==> src/rtl/arbitro_rr_fifo.sv <==
// Round-robin router between four upstream FIFOs and four downstream FIFOs.
// One word per cycle is popped from a non-empty upstream FIFO (rotating
// priority) and pushed, one cycle later, into the downstream FIFO selected
// by the word's two MSBs. Any downstream almost_full stalls all pops.
module arbitro_rr_fifo #(
    parameter int WORD_SIZE = 6
) (
    input  logic                 clk,
    input  logic                 reset,
    input  logic [3:0]           fifo_empty,
    input  logic [WORD_SIZE-1:0] fifo_data_out0,
    input  logic [WORD_SIZE-1:0] fifo_data_out1,
    input  logic [WORD_SIZE-1:0] fifo_data_out2,
    input  logic [WORD_SIZE-1:0] fifo_data_out3,
    input  logic [3:0]           almost_full,
    input  logic [3:0]           fifo_full,
    output logic [3:0]           fifo_rd,
    output logic [3:0]           fifo_wr,
    output logic [WORD_SIZE-1:0] fifo_data_in,
    output logic                 error
);

    // IDLE: no pop issued last cycle; XFER: a pop was issued last cycle, so
    // the upstream read data is valid now and must be pushed downstream.
    // The registered state therefore doubles as the read-latency valid bit.
    typedef enum logic {
        IDLE = 1'b0,
        XFER = 1'b1
    } state_t;

    state_t               state_q, state_d;
    logic [1:0]           rr_ptr_q, rr_ptr_d;
    logic [1:0]           src_q, src_d;
    logic [WORD_SIZE-1:0] last_q, last_d;
    logic                 error_q, error_d;

    logic                 stall;
    logic                 grant_found;
    logic                 grant_vld;
    logic [1:0]           grant_idx;
    logic [WORD_SIZE-1:0] rd_word;
    logic [1:0]           dest;
    logic                 valid_d;

    assign stall   = |almost_full;
    assign valid_d = (state_q == XFER);

    // Rotating search for the first non-empty upstream FIFO starting at rr_ptr.
    always_comb begin
        logic [1:0] idx;
        grant_found = 1'b0;
        grant_idx   = 2'd0;
        idx         = 2'd0;
        for (int k = 0; k < 4; k++) begin
            idx = rr_ptr_q + 2'(k);
            if (!grant_found && !fifo_empty[idx]) begin
                grant_found = 1'b1;
                grant_idx   = idx;
            end
        end
    end

    // Pop side: grant is suppressed by reset and by downstream backpressure.
    always_comb begin
        grant_vld = !reset && !stall && grant_found;
        fifo_rd   = 4'b0000;
        rr_ptr_d  = rr_ptr_q;
        src_d     = grant_idx;
        state_d   = IDLE;
        if (grant_vld) begin
            fifo_rd  = 4'b0001 << grant_idx;
            rr_ptr_d = grant_idx + 2'd1;
            state_d  = XFER;
        end
    end

    // Select the read data of the FIFO popped last cycle.
    always_comb begin
        case (src_q)
            2'd0:    rd_word = fifo_data_out0;
            2'd1:    rd_word = fifo_data_out1;
            2'd2:    rd_word = fifo_data_out2;
            default: rd_word = fifo_data_out3;
        endcase
        dest = rd_word[WORD_SIZE-1 -: 2];
    end

    // Push side: forward the in-flight word (even under stall), dropping it
    // and raising the sticky error if its destination is already full.
    always_comb begin
        fifo_wr      = 4'b0000;
        fifo_data_in = last_q;
        last_d       = last_q;
        error_d      = error_q;
        if (reset) begin
            fifo_data_in = '0;
        end else if (valid_d) begin
            fifo_data_in = rd_word;
            last_d       = rd_word;
            if (fifo_full[dest]) begin
                error_d = 1'b1;
            end else begin
                fifo_wr = 4'b0001 << dest;
            end
        end
    end

    assign error = error_q;

    // State register; reset drops any in-flight word and rewinds the pointer.
    always_ff @(posedge clk) begin
        if (reset) begin
            state_q  <= IDLE;
            rr_ptr_q <= 2'd0;
            src_q    <= 2'd0;
            last_q   <= '0;
            error_q  <= 1'b0;
        end else begin
            state_q  <= state_d;
            rr_ptr_q <= rr_ptr_d;
            src_q    <= src_d;
            last_q   <= last_d;
            error_q  <= error_d;
        end
    end

endmodule
==> config.mk <==
export PLATFORM = sky130hd
export DESIGN_NAME = arbitro_rr_fifo
export DESIGN_NICKNAME = d
export VERILOG_FILES = /design/src/rtl/arbitro_rr_fifo.sv
export SDC_FILE = /design/constraint.sdc
export NUM_CORES = 1
export LEC_CHECK = 0
export CAP_MARGIN = 10
export CORE_MARGIN = 10
export CORE_UTILIZATION = 35
export CTS_CLUSTER_SIZE = 28
export DETAILED_ROUTE_END_ITERATION = 7
export PLACE_DENSITY_LB_ADDON = 0.15
export REMOVE_ABC_BUFFERS = 1
export SYNTH_ARGS = -nofsm -noshare
export SYNTH_HDL_FRONTEND = slang
export SYNTH_SLANG_ARGS = --single-unit
==> constraint.sdc <==
create_clock -name clk -period 5.2 [get_ports clk]
set_input_delay 0.78 -clock clk [delete_from_list [all_inputs] [get_ports clk]]
set_output_delay 0.78 -clock clk [all_outputs]
set_load 0.01 [all_outputs]
# Word-level counts from Yosys, hierarchy flattened
# Cells that the tools add are included.
# op_classes
n_eq_ne	2
shift	2
n_addsub	4
n_reduce_logical	15
magnitude_cmp	5
mux	26
# op_table
op	n
6-bit one-hot mux with 3 select lines	1
4-bit two-way mux	4
2-bit by 3-bit less-than comparator with 1-bit output (second input constant)	5
6-bit two-way mux	2
1-bit binary-select mux with 2-bit select	5
1-bit two-way mux	10
2-bit two-way mux	4
1-bit by 2-bit left shift with 4-bit output (first input constant)	2
1-bit zero test	7
1-bit logical AND	5
2-bit by 1-bit adder with 2-bit output (second input constant)	2
2-bit adder (second input constant)	2
4-bit OR reduction	1
2-bit by 1-bit equality test with 1-bit output (second input constant)	1
2-bit equality test (second input constant)	1
2-bit zero test	1
2-bit AND reduction	1
# totals
word_cells	59
out_inout_bits	15
in_bits	38
reg_bits	12

# Depth between registers and ports, before layout
# Gate-level depths: netlist (run 1).
# depth
word_depth	14
ltp_mapped	8
mapped_depth_nobuf	7

# Least setup slack after synthesis (run 1)
# OpenSTA, ideal clock, no wires.
# synth_path
path_kind	input port to output port
startpoint	input fifo_data_out3[4]
endpoint	output fifo_wr[0]
n_path_buf	0
t_required_ns	4.420
slack_ns	2.499
arrival_time_ns	1.921
path_stages	3
path_cell_list	mux4_2 -> or3b_4 -> nor3_1
# synth_via
elab_chain_cells	6
word_cells_on_any_way	7
# synth_rtl
item	line	text
start, declared	14	input logic [WORD_SIZE-1:0] fifo_data_out3,
6-bit one-hot mux with 3 select lines (*)	79	case (src_q)
1-bit binary-select mux with 2-bit select	100	if (fifo_full[dest]) begin
1-bit two-way mux (not written as such)	100	
4-bit two-way mux (*)	100	
4-bit two-way mux (*)	97	end else if (valid_d) begin
4-bit two-way mux (*)	95	if (reset) begin
end, declared	18	output logic [3:0] fifo_wr,
# Every way passes the cells marked *; elsewhere a longest branch is shown, timed or not. The select of a mux whose other input is x is not followed.

# Final worst setup path (run 1)
# layout_path
startpoint	input fifo_empty[0]
endpoint	output fifo_rd[0]
# layout_via
elab_chain_cells	13
word_cells_on_any_way	27
# layout_rtl
item	line	text
start, declared	10	input logic [3:0] fifo_empty,
1-bit binary-select mux with 2-bit select	56	if (!grant_found && !fifo_empty[idx]) begin
1-bit two-way mux (not written as such)	56	
1-bit zero test	56	
1-bit logical AND	56	
1-bit two-way mux	56	
1-bit zero test	56	
1-bit logical AND	56	
1-bit two-way mux	56	
1-bit zero test	56	
1-bit logical AND	56	
2-bit two-way mux or 1-bit two-way mux (tied branches)	56	
1-bit by 2-bit left shift with 4-bit output or 1-bit logical AND (tied branches)	71, 65	
4-bit two-way mux (*)	70	if (grant_vld) begin
end, declared	17	output logic [3:0] fifo_rd,
# Marks and branches as above.

==> results of run 1 <==
==> registers in the layout, indices dropped and copies added, names as in the netlist <==
| signal | cells |
|---|---|
| state_q | 1 |
| last_q | 6 |
| rr_ptr_q | 2 |
| src_q | 2 |
| error | 1 |
==> layer usage <==
layer	vias up	wire length [um]	share of wire (%)
li1	398	-	-
met1	378	1050	40
met2	32	1330	50
met3	2	263	9.9
met4	0	5	0.19
met5	-	0	0
==> power groups by stage <==
stage / sequential (mW) / clock (mW) / combinational (mW)
after floorplan: 0.0984 / 0 / 0.0217
after global placement: 0.0993 / 0 / 0.0558
after detailed placement: 0.0993 / 0 / 0.0580
after CTS: 0.0972 / 0.0755 / 0.0583
after global routing: 0.0975 / 0.0793 / 0.0628
final: 0.0971 / 0.0719 / 0.0579
==> how the worst max path moves through the flow <==
stage,from,end,slack (ns),depth (start not counted)
after floorplan,fifo_data_out3[4],fifo_wr[0],2.50,3
after global placement,fifo_data_out3[4],fifo_wr[0],1.64,5
after detailed placement,fifo_empty[0],fifo_rd[0],1.50,8
after CTS,fifo_empty[0],fifo_rd[0],1.51,8
after global routing,fifo_empty[0],fifo_rd[1],1.38,8
final,fifo_empty[0],fifo_rd[0],1.54,8
==> per-stage QoR <==
stage	cell area, um2	setup WS [ns]	std cells
final	1390	1.54	159
after global routing	1390	1.38	159
after CTS	1390	1.51	159
after detailed placement	1350	1.50	155
after global placement	1350	1.64	155
after floorplan	795	2.50	75
==> cells by family (layout without fill, tap and decap cells) <==
| family | count (synthesis) | in the layout | share of synthesized area [%] |
|---|---|---|---|
| compound gates | 8 | 8 | 8.18 |
| fa+ha+maj | 4 | 4 | 6.06 |
| buf+inv | 9 | 59 | 5.15 |
| flops | 12 | 12 | 29.1 |
| mux | 20 | 20 | 33.9 |
| simple gates | 28 | 28 | 17.6 |
==> worst max-delay path: cells and delay by family <==
kind | cells | cell delay (ns)
compound gates | 3 | 0.62
simple gates | 2 | 0.24
fa+ha+maj | 1 | 0.23
buf+inv | 2 | 1.00
==> synthesized netlist by cell type (all sizes together) <==
| cell | count | area (um2) |
|---|---|---|
| a21boi | 1 | 7.51 |
| a2bb2oi | 1 | 8.76 |
| and2 | 4 | 25.0 |
| and3 | 1 | 6.26 |
| buf | 3 | 20.0 |
| clkbuf | 3 | 11.3 |
| dfxtp | 12 | 240 |
| ha | 4 | 50.1 |
| inv | 3 | 11.3 |
| mux2 | 2 | 22.5 |
| mux2i | 13 | 130 |
| mux4 | 5 | 128 |
| nand2 | 1 | 3.75 |
| nand2b | 2 | 12.5 |
| nand3 | 1 | 5.00 |
| nand3b | 1 | 7.51 |
| nand4 | 1 | 6.26 |
| nor2 | 11 | 41.3 |
| nor3 | 4 | 20.0 |
| nor4 | 1 | 6.26 |
| o211a | 1 | 10.0 |
| o21a | 1 | 7.51 |
| o21ai | 2 | 10.0 |
| o221ai | 2 | 23.8 |
| or3b | 1 | 11.3 |
==> final cells by class <==
cell class / count / area [um2]
clock buffer: 4 / 36.3
fill: 184 / 847
inverter: 3 / 11.3
multi-input combinational: 60 / 543
sequential: 12 / 240
tap: 28 / 35.0
timing repair buffer: 52 / 520
==> run_results.csv, run 1 <==
group,metric,value,unit
timing,fin_hold_ws,0.483,ns
synth,netlist_area,826,um2
synth,yosysSeqAreaShare,29.1,%
global_routing,grt_max_degree,12,
global_routing,use_met3,5.80,%
pwr,p_int,0.176,mW
critical_path,cpMaxStageDelayCell,"clkdlybuf4s50_1",
final_layout,num-nets-final,174,
final_layout,most-common-layout-cells,"clkdlybuf4s50_1, mux2i_1, dfxtp_1",
die,num_io_pins,53,
pwr,pwr-share-clk,31.7,%
clocking,post_cts_buffers,0,
final_layout,syn2layout_area_growth,67.9,%
timing,slew_viol_final,0,
critical_path,worstSetupEndpointType,"output pin",
pwr,p_seq_share,42.8,%
clocking,clk_pin_slew_worst_paths,0.07,ns
routing,vias,810,
critical_path,reg2reg_to,"rr_ptr_q[1]",
clocking,postCtsHoldBufs,0,
critical_path,cp_max_fo,5,
timing,setup_violations,0,
clocking,cts-htree-levels,1,
pwr,swShare,22.5,%
die,core,2230,um2
critical_path,crit_type,"input pin to output pin",
global_routing,track_usage,11.0,%
worst_hold_path,worstHoldStart,"error",
timing,setup_tns,0,ns
timing,finalHoldViolations,0,
routing,wl_per_cell,16.7,um
clocking,numCtsBuffers,3,
pwr,peakVddDrop,0.000140,V
die,rows,17,
global_routing,grt_pass1_wl,4010,um
critical_path,r2r_slack,3.25,ns
die,die_h,68.6,um
clocking,post_cts_resized,0,
critical_path,start_kind,"input pin",
global_routing,gr-total-overflow,0,
global_routing,met2_usage,18.1,%
timing,period_minus_slack,3.66,ns
worst_hold_path,hold_path_depth,2,
pwr,comb_power_share,25.5,%
synth,ys_warn_count,0,
routing,drt_iter0_markers,31,
timing,relSlewSlack,66.8,%
flow_run,maxCapViolations,0,
clocking,cts_sinks,12,
global_routing,first_global_vias,832,
die,die-area,4700,um2
final_layout,antennaDiodeCount,0,
clocking,cts_tree,"done",
critical_path,cp.required,4.42,ns
critical_path,cp_data_arrival_time,2.88,ns
clocking,clock_latency,0.27,ns
pwr,power.leakage,0.521,nW
synth,syn_area_per_cell,10.2,um2
die,start_util,37.0,%
die,die_w,68.6,um
placement,dp_hpwl,2290,um
critical_path,crit_chain,"clkdlybuf4s50_1 -> nand2b_1 -> a21boi_0 -> o21ai_0 -> o21ai_0 -> ha_1 -> and2_1 -> clkdlybuf4s50_1",
routing,viasPerCell,5.09,
global_routing,grt_most_used_layer,"met2",
worst_hold_path,min_to,"error",
global_routing,antenna_found_initial,0,
routing,route.antenna.remaining_nets,0,
clocking,cts_buffer_depth,2,
placement,gp_congestion,0.785,
synth,syn_inst,81,
pwr,finalPower,0.227,mW
timing,skew,0.00181,ns
final_layout,drive_gt1_share,6.87,%
final_layout,final_common_cell,"clkdlybuf4s50_1",
placement,io_buffers,52,
synth,yosysUniqueCellTypes,29,
critical_path,max_stage_delay,0.52,ns
routing,drc,0,
timing,worst_pin_slew,0.485,ns
timing,fmax,273,MHz
pwr,power_density,164,nW/um2
critical_path,reg2regPathDepth,7,
routing,dr.pass1.iters,4,
timing,grt_setup_unrepaired,"no",
status,outcome,"finished, final reports clean",
timing,min_period_over_period,70.3,%
final_layout,post-route-util,62.1,%
clocking,clockRootBuffer,"clkbuf_4",
worst_hold_path,hp-class,"flop to flop",
synth,synth_seq_cells,12,
critical_path,timing.rr.start,"rr_ptr_q[1]",
pwr,p_sw,0.0511,mW
global_routing,use_met1,12.7,%
routing,routed_wirelength,2660,um
Note: power is estimated with default switching activity, not from simulation.
==> run 2: changes to the inputs <==
Settings changed: CORE_UTILIZATION 35 to 32.
Clock period 5.2 ns to 3.1 ns, I/O delays scaled along.
==> run 2 against run 1 <==
- clock power grew 77%
- routed wire length shrank 0.53%
- sequential share of layout area shrank 0.43 points
- total power grew 72%
- critical path depth is the same
==> run_results.csv, run 2 (same netlist as run 1, synthesis figures left out) <==
group,metric,value,unit
die,die_h,70.8,um
critical_path,cp_data_arrival_time,2.52,ns
clocking,numCtsBuffers,3,
placement,placed_cell_area,1380,um2
critical_path,r2r_slack,1.16,ns
final_layout,final_area,1420,um2
timing,relSlewSlack,66.3,%
clocking,clk_pin_slew_worst_paths,0.07,ns
critical_path,cp_max_fo,5,
die,rows,18,
timing,setup_violations,0,
pwr,power_density,274,nW/um2
critical_path,reg2regPathDepth,7,
clocking,cts-htree-levels,1,
global_routing,grt_pass1_wl,4260,um
final_layout,top_regs,"last_q (6), rr_ptr_q (2), src_q (2)",
routing,drt_iter0_markers,18,
global_routing,antenna_found_initial,0,
final_layout,syn2layout_area_growth,72.1,%
timing,slew_viol_final,0,
timing,skew,0.00717,ns
pwr,power.leakage,0.563,nW
routing,dr.pass1.iters,4,
final_layout,antennaDiodeCount,0,
critical_path,timing.rr.start,"rr_ptr_q[1]",
clocking,clockRootBuffer,"clkbuf_4",
critical_path,worstSetupEndpointType,"output pin",
clocking,cts_sinks,12,
clocking,cts_buffer_depth,2,
die,num_io_pins,53,
pwr,swShare,23.5,%
placement,gp_congestion,0.761,
routing,wl_per_cell,16.1,um
timing,finalHoldViolations,0,
final_layout,post-route-util,57.4,%
clocking,post_cts_buffers,0,
timing,grt_setup_unrepaired,"no",
timing,period_minus_slack,2.98,ns
final_layout,final_common_cell,"clkdlybuf4s50_1",
pwr,pwr-share-clk,32.7,%
final_layout,drive_gt1_share,9.70,%
routing,viasPerCell,4.93,
final_layout,regMostFlops,"last_q",
final_layout,seqCellArea,240,um2
placement,io_buffers,52,
final_layout,final_cells,164,
worst_hold_path,worstHoldStart,"error",
routing,drc,0,
global_routing,grt_max_degree,9,
critical_path,reg2reg_to,"rr_ptr_q[1]",
worst_hold_path,hp-class,"flop to flop",
global_routing,gr-total-overflow,0,
final_layout,num-nets-final,177,
placement,dp.cells,160,
timing,fmax,335,MHz
pwr,comb_power_share,26.2,%
pwr,peakVddDrop,0.000188,V
flow_run,maxCapViolations,0,
pwr,p_int,0.298,mW
critical_path,start_kind,"input pin",
timing,worst_pin_slew,0.491,ns
clocking,clock_latency,0.28,ns
critical_path,crit_type,"input pin to output pin",
die,die_w,70.8,um
final_layout,most-common-layout-cells,"clkdlybuf4s50_1, mux2i_1, dfxtp_1",
final_layout,fill_cells,233,
routing,route.antenna.remaining_nets,0,
clocking,postCtsHoldBufs,0,
global_routing,track_usage,10.4,%
worst_hold_path,hold_path_depth,2,
die,start_util,33.3,%
routing,routed_wirelength,2640,um
pwr,p_seq_share,41.1,%
final_layout,multiInputGateArea,551,um2
global_routing,first_global_vias,861,
timing,setup_tns,0,ns
die,core,2480,um2
final_layout,largest_register_ffs,6,
critical_path,cp.required,2.63,ns
die,die-area,5010,um2
status,outcome,"finished, final reports clean",
worst_hold_path,min_to,"error",
clocking,cts_tree,"done",
routing,vias,809,
placement,dp_hpwl,2230,um
pwr,p_sw,0.0918,mW
timing,min_period_over_period,96.2,%
==> run 2: cell types whose count changed in the layout (fill, tap and decap cells not counted) <==
| cell | change |
|---|---|
| buf_4 | +3 |
| clkdlybuf4s50_1 | -1 |
| dlymetal6s2s_1 | +1 |
| nand2b_1 | -1 |
| nand2b_4 | +1 |
| o21ai_0 | -1 |
| o21ai_1 | +1 |
==> run 2: final cells by class <==
cell class / count / share of cell area, %
clock buffer: 4 / 2.55
timing repair buffer: 55 / 38.4
inverter: 3 / 0.792
tap: 30 / 2.64
multi-input combinational: 60 / 38.7
sequential: 12 / 16.9
==> run 2: power by group through the flow <==
stage	Clock (mW)	Sequential, mW	Combinational [mW]
after floorplan	0	0.165	0.0364
after global placement	0	0.164	0.0992
after detailed placement	0	0.164	0.101
after CTS	0.134	0.160	0.102
after global routing	0.141	0.161	0.111
final	0.127	0.160	0.102
==> run 2: critical path: stages <==
cell and delay (ns):
clkdlybuf4s50_1 0.47, mux2_2 0.29, o221ai_1 0.24, nand2b_4 0.20, inv_1 0.06, ha_1 0.18
and2_1 0.13, clkdlybuf4s50_1 0.48
==> run 2: how the worst max path moves through the flow <==
stage | startpoint | to | slack (ns) | cells after the start
after detailed placement | fifo_empty[0] | fifo_rd[1] | 0.08 | 8
final | fifo_empty[0] | fifo_rd[1] | 0.12 | 8
after global placement | fifo_data_out3[4] | fifo_wr[0] | 0.15 | 5
after floorplan | src_q[0] | fifo_wr[0] | 0.92 | 3
after global routing | fifo_empty[0] | fifo_rd[1] | 0.03 | 8
after CTS | fifo_empty[0] | fifo_rd[1] | 0.08 | 8
==> run 2: what timing repair did <==
action	CTS	global route
endpoints found under the setup margin	0	5
endpoints found under the hold margin	0	0
gates resized for setup	0	3
==> run 2: stage by stage <==
step | hold slack (ns) | setup WS, ns | total power, mW
after floorplan | 0.505 | 0.924 | 0.201
after global placement | 0.452 | 0.153 | 0.263
after detailed placement | 0.451 | 0.0837 | 0.265
after CTS | 0.470 | 0.0836 | 0.396
after global routing | 0.518 | 0.0262 | 0.413
final | 0.466 | 0.119 | 0.390
==> run 2: layer usage <==
metal	wire length (um)	vias to the layer above	global-route usage, %
met5	0	-	0
met4	20	0	3.23
met3	184	4	4.04
met2	1250	38	16.6
met1	1190	363	12.6
li1	-	404	-
==> run 3: changes to the inputs <==
Settings changed: CORE_MARGIN 10 to 1.
==> run 3 against run 2 <==
- the run now ends with DRC left
- final area down 2.2%
- routed wire length down 16%
- utilization down 0.75 points
- first-iteration DRC count down 78%
- non-clock buffer count down 1
- clock-buffer cell count down 1
- global-route usage up 5.9 points
- die area down 44%
- critical path depth down 3
- clock skew down 0.0026 ns
- sequential cell count unchanged
==> run_results.csv, run 3 (same netlist as run 1, synthesis figures left out) <==
group,metric,value,unit
critical_path,cp_data_arrival_time,2.52,ns
clocking,clk_pin_slew_worst_paths,0.07,ns
critical_path,cp_common_cell,"clkdlybuf4s50_1",
global_routing,track_usage,16.4,%
die,die_h,52.8,um
final_layout,num-nets-final,176,
pwr,swShare,23.2,%
final_layout,final_cells,162,
placement,dp.cells,159,
timing,skew,0.00460,ns
pwr,power.leakage,0.524,nW
pwr,p_int,0.270,mW
final_layout,most-common-layout-cells,"clkdlybuf4s50_1, mux2i_1, dfxtp_1",
placement,dp_hpwl,1760,um
timing,setup_slack,0.117,ns
placement,placed_cell_area,1370,um2
clocking,post_cts_buffers,0,
pwr,peakVddDrop,0.000154,V
flow_run,maxCapViolations,0,
routing,wl_per_cell,13.7,um
timing,fmax,335,MHz
routing,viasPerCell,5.01,
critical_path,max_stage_delay,0.57,ns
status,outcome,"finished, violations left",
critical_path,cpMaxStageDelayCell,"clkdlybuf4s50_1",
critical_path,cp.required,2.63,ns
timing,min_period_over_period,96.2,%
pwr,power_density,253,nW/um2
clocking,clockRootBuffer,"clkbuf_4",
final_layout,top_regs,"last_q (6), rr_ptr_q (2), src_q (2)",
critical_path,critical_path_depth,5,
placement,io_buffers,52,
critical_path,cp_max_fo,3,
clocking,cts_buffer_depth,2,
global_routing,gr-total-overflow,0,
global_routing,grt_max_degree,10,
worst_hold_path,hold_path_depth,2,
routing,vias,811,
global_routing,first_global_vias,755,
die,start_util,33.6,%
die,core,2450,um2
die,num_io_pins,53,
routing,drc,1,
timing,setup_violations,0,
timing,relSlewSlack,63.4,%
critical_path,critPathBufInv,2,
placement,pre_cts_slack,0.0972,ns
die,die_w,52.8,um
clocking,cts-htree-levels,1,
final_layout,final_area,1390,um2
clocking,cts_tree,"done",
final_layout,regMostFlops,"last_q",
timing,setup_tns,0,ns
timing,finalHoldViolations,0,
timing,period_minus_slack,2.98,ns
final_layout,largest_register_ffs,6,
pwr,p_seq_share,45.8,%
timing,grt_setup_unrepaired,"no",
global_routing,antenna_found_initial,0,
routing,drt_iter0_markers,4,
final_layout,fill_cells,243,
final_layout,drive_gt1_share,7.58,%
status,violations,"DRC",
timing,worst_pin_slew,0.533,ns
final_layout,final_common_cell,"clkdlybuf4s50_1",
final_layout,syn2layout_area_growth,68.3,%
routing,routed_wirelength,2220,um
pwr,pwr-share-clk,25.6,%
global_routing,grt_pass1_wl,3230,um
clocking,cts_sinks,12,
routing,route.antenna.remaining_nets,0,
critical_path,start_kind,"input pin",
critical_path,reg2regPathDepth,7,
routing,dr.pass1.iters,6,
clocking,numCtsBuffers,3,
critical_path,cpLargestDelayFamily,"buffers and inverters",
pwr,p_sw,0.0816,mW
critical_path,crit_chain,"clkdlybuf4s50_1 -> mux4_2 -> or3b_4 -> nor3_1 -> clkdlybuf4s50_1",
worst_hold_path,hp-class,"flop to flop",
timing,slew_viol_final,0,
placement,gp_congestion,0.656,
pwr,comb_power_share,28.6,%
die,die-area,2790,um2
critical_path,worstSetupEndpointType,"output pin",
die,rows,18,
final_layout,antennaDiodeCount,0,
critical_path,crit_type,"input pin to output pin",
clocking,clock_latency,0.26,ns
run 3: changes by cell type in the layout (fill, tap and decap cells not counted):
cell	change
clkdlybuf4s50_1	+1
nand2b_1	+1
dlymetal6s2s_1	-1
buf_4	-1
clkbuf_8	-1
nand2b_4	-1
run 3: power by group through the flow:
stage          clock, mW  combinational, mW  sequential, mW
2_1_floorplan          0             0.0364           0.165
3_3_place_gp           0             0.0980           0.165
3_5_place_dp           0              0.101           0.165
4_1_cts           0.0970              0.101           0.161
5_1_grt            0.105              0.108           0.161
6_report          0.0901              0.100           0.161
run 3: what timing repair did:
action,in CTS,in global routing
endpoints found under the setup margin,0,2
hold buffers,0,0
resized for setup,0,1
run 3: routing by layer:
metal / routed length [um] / part of all wire, % / vias to the layer above / track usage [%]
met4: 0 / 0 / 0 / 7.89
li1: - / - / 402 / -
met1: 1010 / 45 / 374 / 17.8
met5: 0 / 0 / - / 0
met3: 174 / 7.8 / 0 / 4.93
met2: 1040 / 47 / 35 / 28.5
run 3: final timing paths:
| path | slack [ns] | startpoint | endpoint |
|---|---|---|---|
| worst max register to register | 1.15 | rr_ptr_q[1] | rr_ptr_q[1] |
| worst min register to register | 0.47 | error | error |
| worst min-delay path | 0.47 | error | error |
| worst max-delay path | 0.12 | fifo_data_out1[4] | fifo_wr[2] |
run 3: cell type report:
class | count | area, um2 | area share (%)
Clock buffer | 3 | 22.5 | 1.62
Inverter | 3 | 11.3 | 0.810
Multi-Input combinational cell | 60 | 543 | 39.1
Sequential cell | 12 | 240 | 17.3
Tap cell | 30 | 37.5 | 2.70
Timing Repair Buffer | 54 | 536 | 38.5
run 3: through the flow:
stage / power [mW] / utilization [%] / hold WS, ns
after floorplan: 0.201 / - / 0.505
after detailed placement: 0.265 / 55.7 / 0.468
after global placement: 0.263 / 55.7 / 0.454
final: 0.352 / 56.6 / 0.472
after global routing: 0.375 / 56.6 / 0.488
after CTS: 0.359 / 56.6 / 0.478
run 3: worst register-to-register path, cell delays in order (launching register included):
cell and delay (ns):
dfxtp_1 0.49, mux2_2 0.38, o221ai_1 0.20, nand2b_1 0.22
inv_1 0.09, ha_1 0.29, mux2i_1 0.13, nor2_1 0.05
